## src/rtl/decoder_2_4_reg.sv

```systemverilog
// decoder_2_4_reg: registered 2-to-4 one-hot decoder with invalid-sample counting and consecutive-invalid fault latch
module decoder_2_4_reg #(
    parameter bit HOLD_ON_INVALID = 1'b0,
    parameter int FAULT_LIMIT     = 3,
    parameter int ERR_W           = 8
) (
    input  logic             clk,
    input  logic             rst,
    input  logic             in_valid,
    input  logic [1:0]       d_in,
    input  logic             invalid_in,
    input  logic             fault_clr,
    output logic [3:0]       d_out,
    output logic             out_valid,
    output logic             invalid_out,
    output logic             fault,
    output logic [ERR_W-1:0] err_count
);
    localparam int CW = (FAULT_LIMIT > 0) ? $clog2(FAULT_LIMIT + 1) : 1;
    localparam logic [CW-1:0] LIM = CW'(FAULT_LIMIT);
    localparam logic [1:0] S_IDLE  = 2'd0;
    localparam logic [1:0] S_RUN   = 2'd1;
    localparam logic [1:0] S_FAULT = 2'd2;
    logic [1:0]    r_state;
    logic [CW-1:0] r_consec;
    logic [3:0]    r_last_good;
    logic [CW-1:0] w_consec_nx;
    logic [3:0]    w_onehot;
    logic          w_trip;
    assign w_onehot    = 4'b0001 << d_in;
    assign w_consec_nx = (r_consec == LIM) ? r_consec : r_consec + 1'b1;
    assign w_trip      = (FAULT_LIMIT > 0) && (w_consec_nx == LIM);
    assign fault       = (r_state == S_FAULT);
    always_ff @(posedge clk) begin
        if (rst || fault_clr) begin
            r_state     <= S_IDLE;
            r_consec    <= '0;
            r_last_good <= '0;
            d_out       <= '0;
            out_valid   <= 1'b0;
            invalid_out <= 1'b0;
            err_count   <= '0;
        end else if (r_state == S_FAULT) begin
            d_out       <= '0;
            out_valid   <= 1'b0;
            invalid_out <= 1'b0;
        end else if (in_valid) begin
            out_valid   <= 1'b1;
            invalid_out <= invalid_in;
            if (invalid_in) begin
                d_out     <= HOLD_ON_INVALID ? r_last_good : 4'b0000;
                err_count <= &err_count ? err_count : err_count + 1'b1;
                r_consec  <= w_consec_nx;
                r_state   <= w_trip ? S_FAULT : S_RUN;
            end else begin
                d_out       <= w_onehot;
                r_last_good <= w_onehot;
                r_consec    <= '0;
                r_state     <= S_RUN;
            end
        end else begin
            out_valid   <= 1'b0;
            invalid_out <= 1'b0;
        end
    end
endmodule

```

## config.mk

```make
export PLATFORM = sky130hd
export DESIGN_NAME = decoder_2_4_reg
export DESIGN_NICKNAME = d
export VERILOG_FILES = /design/src/rtl/decoder_2_4_reg.sv
export SDC_FILE = /design/constraint.sdc
export NUM_CORES = 1
export LEC_CHECK = 0
export ABC_AREA = 1
export CAP_MARGIN = 20
export CORE_MARGIN = 1.5
export CORE_UTILIZATION = 40
export CTS_BUF_LIST = sky130_fd_sc_hd__clkbuf_4 sky130_fd_sc_hd__clkbuf_8
export DETAILED_ROUTE_END_ITERATION = 6
export GPL_TIMING_DRIVEN = 0
export PLACE_DENSITY = 0.74
export SLEW_MARGIN = 0
export SYNTH_ARGS = -nofsm -noshare
export SYNTH_HDL_FRONTEND = slang
export SYNTH_SLANG_ARGS = --single-unit
export TNS_END_PERCENT = 10
```

## constraint.sdc

```tcl
create_clock -name clk -period 1.77 [get_ports clk]
set_input_delay 0.2655 -clock clk [delete_from_list [all_inputs] [get_ports clk]]
set_output_delay 0.2655 -clock clk [all_outputs]
set_load 0.1 [all_outputs]
```

==> metrics.md <==
| Metric | Value |
|---|---|
| Clock Pin Slew Worst Setup and Hold Paths | `0.10 ns` |
| Critical path's slowest cell | `clkdlybuf4s15_1` |
| Clk sinks | `18` |
| IO buf count | `20` |
| Row count | `16` |
| RR Startpoint | `err_count[0]` |
| Critical path class | `reg2out` |
| Die Wd | `48.9 µm` |
| Vias in the first global route | `713` |
| Final setup vio count | `0` |
| Die Area | `2390 µm²` |
| Global-route wire length before repair | `2900 µm` |
| Mapped Area | `843 µm²` |
| RSZ-0062 raised after global routing | `false` |
| Post-route clock period utilization | `97.2%` |
| Area Growth Syn to Fin | `30.6%` |
| Max-Cap Viols | `0` |
| Dpl hpwl | `1290 µm` |
| Slew HR | `36.7%` |
| Post-Layout Cell Count | `166` |
| Commonest non-fill, non-tap cell in the layout | `nand2_1` |
| Crit-path cells | `clkdlybuf4s15_1` |
| Slew at the pin closest to its max-slew limit | `0.953 ns` |
| Largest net degree at the start of global routing | `10` |
| Grt total ovfl | `0` |
| Max-slew violation count | `0` |
| Fmax | `581 MHz` |
| Worst setup EP type | `primary output` |
| Run status | `completed` |
| Buf/Inv on CP | `1` |
| Initial drt markers | `13` |
| CTS tree | `built` |
| Initial antenna violation count | `0` |
| DR WL/cell | `10.2 µm` |
| Clk buf depth | `2` |
| Pwr/cell area | `653 nW/µm²` |
| Final #Nets | `149` |
| Root Driver | `clkbuf_4` |
| Gr usage total | `15.4%` |
| Worst Skew | `0.00728 ns` |
| Routed vias | `812` |
| Initial Utilization | `42.6%` |
| Final ANT Viol Nets | `0` |
| Vias per cell | `4.89` |
| Total CTS buffers | `3` |
| Antenna cells | `0` |
| Placer Congestion | `0.872` |
| Synth warn | `0` |
| Share of cells above drive strength 1 | `20.1%` |
| Critical Path Source | `d_out[3]` |
| TritonRoute pass-1 iters | `4` |
| Worst-skew pair later-pin latency | `0.29 ns` |
| H-tree depth | `1` |
| Crit path arrival time | `1.45 ns` |
| Sequential area share after synthesis | `42.7%` |
| Yosys reg bits | `18` |
| Crit-path max cell delay | `0.82 ns` |
| Crit Path Max Fanout | `2` |
| Lkg Pwr | `0.450 nW` |
| Hold Crit Class | `in2reg` |
| Syn_nets | `124` |
| Total power | `0.000719 W` |
| Core Box Area | `1980 µm²` |
| Die H | `48.9 µm` |
| Routed wire length | `1690 µm` |
| Worst VDD drop | `405 µV` |
| FILL cells | `192` |
| Hold Fails Final Rpt | `0` |
| Cell family with most CP delay | `buffers and inverters` |
| Worst EP required | `1.50 ns` |
| Min Tclk post-route | `1.72 ns` |
| Inst Count DP | `163` |
| DRC errors left | `0` |
| Netlist cell types | `18` |
| Synth Instances | `116` |
| Commonest cells after routing, fill and taps aside | `nand2_1, inv_1, nor2_1, a21oi_1, dfxtp_1` |
| Startpoint Class | `flop` |
| Avg Cell Area, Syn | `7.27 µm²` |
| HP Start | `in_valid` |
| Io pins | `22` |
## cell usage after synthesis
cell type,instances,area [µm²]
a211oi_1,1,7.51
a21oi_1,11,55.1
buf_4,1,7.51
dfxtp_1,18,360
ha_1,1,12.5
inv_1,16,60.1
nand2_1,26,97.6
nand2_2,2,12.5
nand2_4,2,22.5
nand3_1,6,30.0
nand3_2,1,10.0
nand4_1,5,31.3
nor2_1,16,60.1
nor2_4,2,22.5
o211ai_1,1,7.51
o21ai_0,2,10.0
o21ai_1,2,10.0
xor2_1,3,26.3
## registers in the layout, indices dropped and copies added, names as in the netlist
signal	flops
r_state	2
invalid_out	1
err_count	8
out_valid	1
d_out	4
r_consec	2
## through the flow
stage / area (µm²) / hold slack (ns) / worst slack, ns / utilization (%) / setup TNS (ns)
final: 1100 / 0.286 / 0.0502 / 55.6 / 0
after global routing: 1100 / 0.287 / 0.00961 / 55.6 / 0
after CTS: 1110 / 0.276 / 0.00397 / 55.9 / 0
after detailed placement: 1090 / 0.462 / -0.117 / 54.8 / -0.139
after global placement: 1090 / 0.453 / -0.0931 / 54.8 / -0.103
after floorplan: 852 / 0.412 / 0.00607 / - / 0
## power breakdown
part / internal [W] / switching, W
clock network: 0.0000791 / 0.000122
logic: 0.0000279 / 0.0000724
registers: 0.000412 / 0.00000470
## metal layers
metal	share of wire (%)	vias up	wire [µm]	track usage (%)
met5	0	-	0	0
met3	3.7	2	62	2.76
met4	0.41	0	7	7.62
met2	49	18	836	26.5
met1	46	373	784	18.4
li1	-	419	-	-
## worst paths after layout
kind | endpoint | slack, ns | cells past startpoint
min | invalid_out | 0.29 | 3
min reg2reg | d_out[3] | 0.48 | 2
max reg2reg | err_count[4] | 0.39 | 6
max | d_out[3] | 0.05 | 1
## timing repair
action	CTS	global route
setup buffers	0	0
endpoints found under the setup margin	15	7
gates resized for setup	30	9
hold buffers	0	0
## logic make-up (layout without fill, tap and decap cells)
logic type	Yosys count	count (layout)	synth area share, %
xor gates and xnor gates	3	3	3.12
adders and majority gates	1	1	1.48
AOI/OAI and AO/OA	17	17	10.7
buffers and inverters	17	40	8.01
and+or+nand+nor	60	60	34.0
DFF	18	18	42.7
## area by class of cell
| type | instances | area (µm²) | share of cell area (%) |
|---|---|---|---|
| buffer | 1 | 7.51 | 0.682 |
| clock buffer | 3 | 22.5 | 2.05 |
| inverter | 16 | 60.1 | 5.45 |
| multi-input combinational | 81 | 415 | 37.7 |
| sequential | 18 | 369 | 33.5 |
| tap | 27 | 33.8 | 3.07 |
| timing repair buffer | 20 | 193 | 17.5 |
Note: power is estimated with default switching activity, not from simulation.
